$ cat config.mk
export PLATFORM = sky130hd
export DESIGN_NAME = control_botones
export DESIGN_NICKNAME = d
export VERILOG_FILES = /design/src/rtl/control_botones_pkg.sv /design/src/rtl/debounce_boton.sv /design/src/rtl/control_botones.sv
export SDC_FILE = /design/constraint.sdc
export NUM_CORES = 1
export LEC_CHECK = 0
export BUFFER_PORTS_ARGS = -buffer_cell sky130_fd_sc_hd__buf_2
export CAP_MARGIN = 30
export CORE_UTILIZATION = 61
export CTS_BUF_LIST = sky130_fd_sc_hd__clkbuf_16
export DETAILED_ROUTE_END_ITERATION = 12
export PLACE_DENSITY = 0.89
export SKIP_LAST_GASP = 1
export SYNTH_ARGS = -nofsm -noshare
export SYNTH_HDL_FRONTEND = slang
export SYNTH_SLANG_ARGS = --single-unit
$ cat constraint.sdc
create_clock -name clk -period 2.7 [get_ports clk]
set_input_delay 0.135 -clock clk [delete_from_list [all_inputs] [get_ports clk]]
set_output_delay 0.135 -clock clk [all_outputs]
set_load 0.02 [all_outputs]
$ cat src/rtl/control_botones_pkg.sv
// Shared constants and helpers for the push-button conditioning block.
// Holds the debounce lengths and the debounce counter width function.
package control_botones_pkg;

   localparam int unsigned DEBOUNCE_COUNT_DEFAULT = 1_000_000;
   localparam int unsigned DEBOUNCE_COUNT_SIM     = 8;

   // Width of a counter that must reach DEBOUNCE_COUNT-1; never narrower than one bit.
   function automatic int unsigned debounce_cnt_width(input int unsigned count);
      if (count <= 2) begin
         return 1;
      end
      return $clog2(count);
   endfunction

endpackage

$ cat src/rtl/debounce_boton.sv
// Two-flop synchroniser, stability counter and debounced level for one raw button.
// o_press is combinational and marks the edge on which a 0->1 level is accepted.
module debounce_boton
   import control_botones_pkg::*;
#(
   parameter int unsigned DEBOUNCE_COUNT = DEBOUNCE_COUNT_DEFAULT
) (
   input  logic i_clk,
   input  logic i_rst_n,
   input  logic i_btn,
   output logic o_db,
   output logic o_press
);

   localparam int unsigned CntW = debounce_cnt_width(DEBOUNCE_COUNT);
   localparam logic [CntW-1:0] CntMax = CntW'(DEBOUNCE_COUNT - 1);

   logic            r_sync1;
   logic            r_sync2;
   logic            r_db;
   logic [CntW-1:0] r_cnt;
   logic            w_accept;
   logic            w_db_next;
   logic [CntW-1:0] w_cnt_next;

   assign w_accept = (r_sync2 != r_db) && (r_cnt == CntMax);

   always_comb begin
      w_db_next  = r_db;
      w_cnt_next = r_cnt;
      // Any return to the current level restarts the full count.
      if (r_sync2 == r_db) begin
         w_cnt_next = '0;
      end else if (w_accept) begin
         w_db_next  = r_sync2;
         w_cnt_next = '0;
      end else begin
         w_cnt_next = r_cnt + CntW'(1);
      end
   end

   always_ff @(posedge i_clk or negedge i_rst_n) begin
      if (!i_rst_n) begin
         r_sync1 <= 1'b0;
         r_sync2 <= 1'b0;
         r_db    <= 1'b0;
         r_cnt   <= '0;
      end else begin
         r_sync1 <= i_btn;
         r_sync2 <= r_sync1;
         r_db    <= w_db_next;
         r_cnt   <= w_cnt_next;
      end
   end

   assign o_db    = r_db;
   assign o_press = w_accept & r_sync2;

endmodule

$ cat src/rtl/control_botones.sv
// Start/stop and clear button conditioning for the 00-99 counter stage.
// Start/stop presses toggle the enable level; clear presses give a one-cycle pulse.
module control_botones
   import control_botones_pkg::*;
#(
   parameter int unsigned DEBOUNCE_COUNT = DEBOUNCE_COUNT_DEFAULT,
   parameter logic        INIT_ENABLE    = 1'b0
) (
   input  logic clk,
   input  logic reset,
   input  logic btn_start_stop,
   input  logic btn_clear,
   output logic enable,
   output logic clear,
   output logic btn_start_stop_db,
   output logic btn_clear_db
);

   logic w_press_ss;
   logic w_press_clr;
   logic r_enable;
   logic r_clear;
   logic w_enable_next;

   debounce_boton #(
      .DEBOUNCE_COUNT(DEBOUNCE_COUNT)
   ) u_db_start_stop (
      .i_clk   (clk),
      .i_rst_n (reset),
      .i_btn   (btn_start_stop),
      .o_db    (btn_start_stop_db),
      .o_press (w_press_ss)
   );

   debounce_boton #(
      .DEBOUNCE_COUNT(DEBOUNCE_COUNT)
   ) u_db_clear (
      .i_clk   (clk),
      .i_rst_n (reset),
      .i_btn   (btn_clear),
      .o_db    (btn_clear_db),
      .o_press (w_press_clr)
   );

   always_comb begin
      w_enable_next = r_enable;
      if (w_press_ss) begin
         w_enable_next = ~r_enable;
      end
   end

   always_ff @(posedge clk or negedge reset) begin
      if (!reset) begin
         r_enable <= INIT_ENABLE;
         r_clear  <= 1'b0;
      end else begin
         r_enable <= w_enable_next;
         r_clear  <= w_press_clr;
      end
   end

   assign enable = r_enable;
   assign clear  = r_clear;

endmodule
==> metrics.txt <==
leakage power 1.11 nW; HP Class primary input to asynchronous set/reset pin; quantity of gates resized following cts 0; FF-to-FF setup slack 0.62 ns; Setup crit end kind register; CTS buffer count 5; final wirelength 4.68 mm; CTS tree done; Clock Tree Root clkbuf_16; outcome finished clean; diode count 0; worst-path maximum fanout 11; synthesized area 0.00233 mm2; Clock Latency Late Sink 0.29 ns; most frequent cells in the layout 48 x dfrtp_1, 27 x nor2_1, 17 x nand2_1, 17 x xor2_1, 13 x a21oi_1; commonest non-fill, non-tap cell in the layout dfrtp_1; Worst-path clk slew 0.07 ns; Hold Fails Final Rpt 0; min Tclk post-route 2.08 ns; CP cell instances or4_1, or4_4, o21ai_2, buf_4, nor2_1; I/O pin count 8; unrepaired setup endpoints after global routing no; largest net degree at the start of global routing 32; DRT iter0 DRCs 145; Worst-Margin Slew 0.500 ns; Slew Limit Fails 0; post-synthesis sequential area ratio 0.514; Row Count 22; Worst slew margin 0.665; total track usage 0.261; die width 63.9 um; DRC Markers 0; CP required 2.87 ns; total grt overflow 0; FF-to-FF path depth 5; Synth Net Count 236; area leader, netlist dfrtp_1; Pre-Repair DR Iteration Count 4; Nets 249; largest cells by area after synthesis dfrtp_1 51%, xor2_1 6.4%, nor2_1 4.3%, xnor2_1 3.4%, nand4_1 3.2%; vias post-DR 1784; PwrDens 565 mW/mm2; Placer Congestion 0.912; Layout Utilization 0.719; crit path DAT 2.25 ns; Detail Route Antenna Nets 0; max-cap violation count 0; CORE AREA 0.00366 mm2; H-tree levels 2; WP buf/inv 1; first-pass GRT wire length 7.94 mm; # setup viols final 0; Area Growth Syn to Fin 12.7%; setup bufs post-CTS 0; Crit path max-delay family simple AND/OR/NAND/NOR gates; Yosys reg bits 48; clock skew 0.0115 ns; Die Ht 63.9 um; setup TNS 0 ns; initial antenna violation count 0; Vias/cell 6.11; post-synthesis instance total 230; Netlist cell types 35; deepest clock path buffer count 2; wire per inst 16.0 um; type of origin of the critical path register; CP max stage delay 0.58 ns; synth warn 0; layout cells sized above 1 0.115; stages on the worst setup path 5; PortBufs 7; Max Fclk 480 MHz; WS Path Type register to register; period utilization 0.771; worst vdd ir 0.512 mV; Synth top area share 0.514; initial core utilization 0.638; sinks on the clock net 48; CP max stage cell or4_4; die area 0.00408 mm2; vias in the first global route 1774; Synth Area per Inst 10.2 um2; Final HPWL DP 3.29 mm
==> report_power, final <==
part	internal, mW	leakage [nW]	switching (mW)
Combinational	0.0204	0.374	0.0338
Clock	0.435	0.0814	0.259
Sequential	0.729	0.656	0.00948
==> stage by stage <==
stage	cell area [um2]	hold WS [ns]	worst slack (ns)	total power, mW	std cells
2_1_floorplan	2330	-0.161	0.764	0.773	230
3_3_place_gp	2410	0.244	0.648	0.795	280
3_5_place_dp	2430	0.0981	0.619	0.803	281
4_1_cts	2630	0.320	0.619	1.50	292
5_1_grt	2630	0.348	0.496	1.53	292
6_report	2630	0.308	0.619	1.49	292
==> cell families (layout without fill, tap and decap cells) <==
| logic type | count (synthesis) | in the layout | share of synthesized area |
|---|---|---|---|
| AND/OR/NAND/NOR | 110 | 110 | 0.263 |
| flip-flops | 48 | 48 | 0.514 |
| AO/OA/AOI/OAI | 29 | 29 | 0.0820 |
| XOR/XNOR | 26 | 26 | 0.0975 |
| buffers and inverters | 14 | 28 | 0.0279 |
| adder cells (fa/ha/maj) | 2 | 2 | 0.0107 |
| multiplexers | 1 | 1 | 0.00482 |
==> Yosys cell counts, drive strengths merged <==
cell type,count
a21oi,13
and2,2
and3,5
and4,6
buf,6
clkbuf,3
dfrtp,48
ha,2
inv,5
mux2,1
nand2,17
nand2b,1
nand3,12
nand4,12
nand4bb,1
nor2,27
nor3,3
nor3b,1
nor4,4
nor4b,1
o21ai,8
o31ai,5
o41ai,3
or2,1
or3,6
or3b,1
or4,8
or4b,2
xnor2,9
xor2,17
==> layout make-up <==
class,instances,area (um2)
Timing Repair Buffer,15,115
Clock inverter,3,42.5
Fill cell,258,1030
Multi-Input combinational cell,168,1070
Sequential cell,48,1200
Clock buffer,5,125
Tap cell,48,60.1
Inverter,5,18.8
==> sequential cells by signal, summed over array words and instances (netlist names) <==
signal / cells
u_db_clear.o_db: 1
clear: 1
u_db_clear.r_sync1: 1
u_db_clear.r_cnt: 20
u_db_start_stop.o_db: 1
u_db_start_stop.r_sync2: 1
u_db_start_stop.r_cnt: 20
u_db_start_stop.r_sync1: 1
u_db_clear.r_sync2: 1
enable: 1
==> layer usage <==
| metal | routed length, um | global-route usage | vias to the layer above |
|---|---|---|---|
| li1 | - | - | 851 |
| met1 | 1990 | 0.294 | 887 |
| met2 | 2440 | 0.449 | 35 |
| met3 | 132 | 0.0589 | 11 |
| met4 | 121 | 0.153 | 0 |
| met5 | 0 | 0 | - |
==> path summary, 6_finish.rpt <==
kind / startpoint / end
min in group clk: u_db_start_stop.r_sync1 / u_db_start_stop.r_sync2
hold / removal: reset / u_db_clear.r_cnt[17]
hold reg to reg: u_db_start_stop.r_sync1 / u_db_start_stop.r_sync2
setup / recovery: u_db_start_stop.r_cnt[12] / u_db_start_stop.r_cnt[14]
max in group asynchronous: reset / u_db_start_stop.r_cnt[10]
setup reg to reg: u_db_start_stop.r_cnt[12] / u_db_start_stop.r_cnt[14]
==> what timing repair did <==
item | CTS | global route
endpoints found under the setup margin | 0 | 0
hold buffers | 3 | 0
hold endpoints to repair | 19 | 0
(Power assumes the default switching activity.)
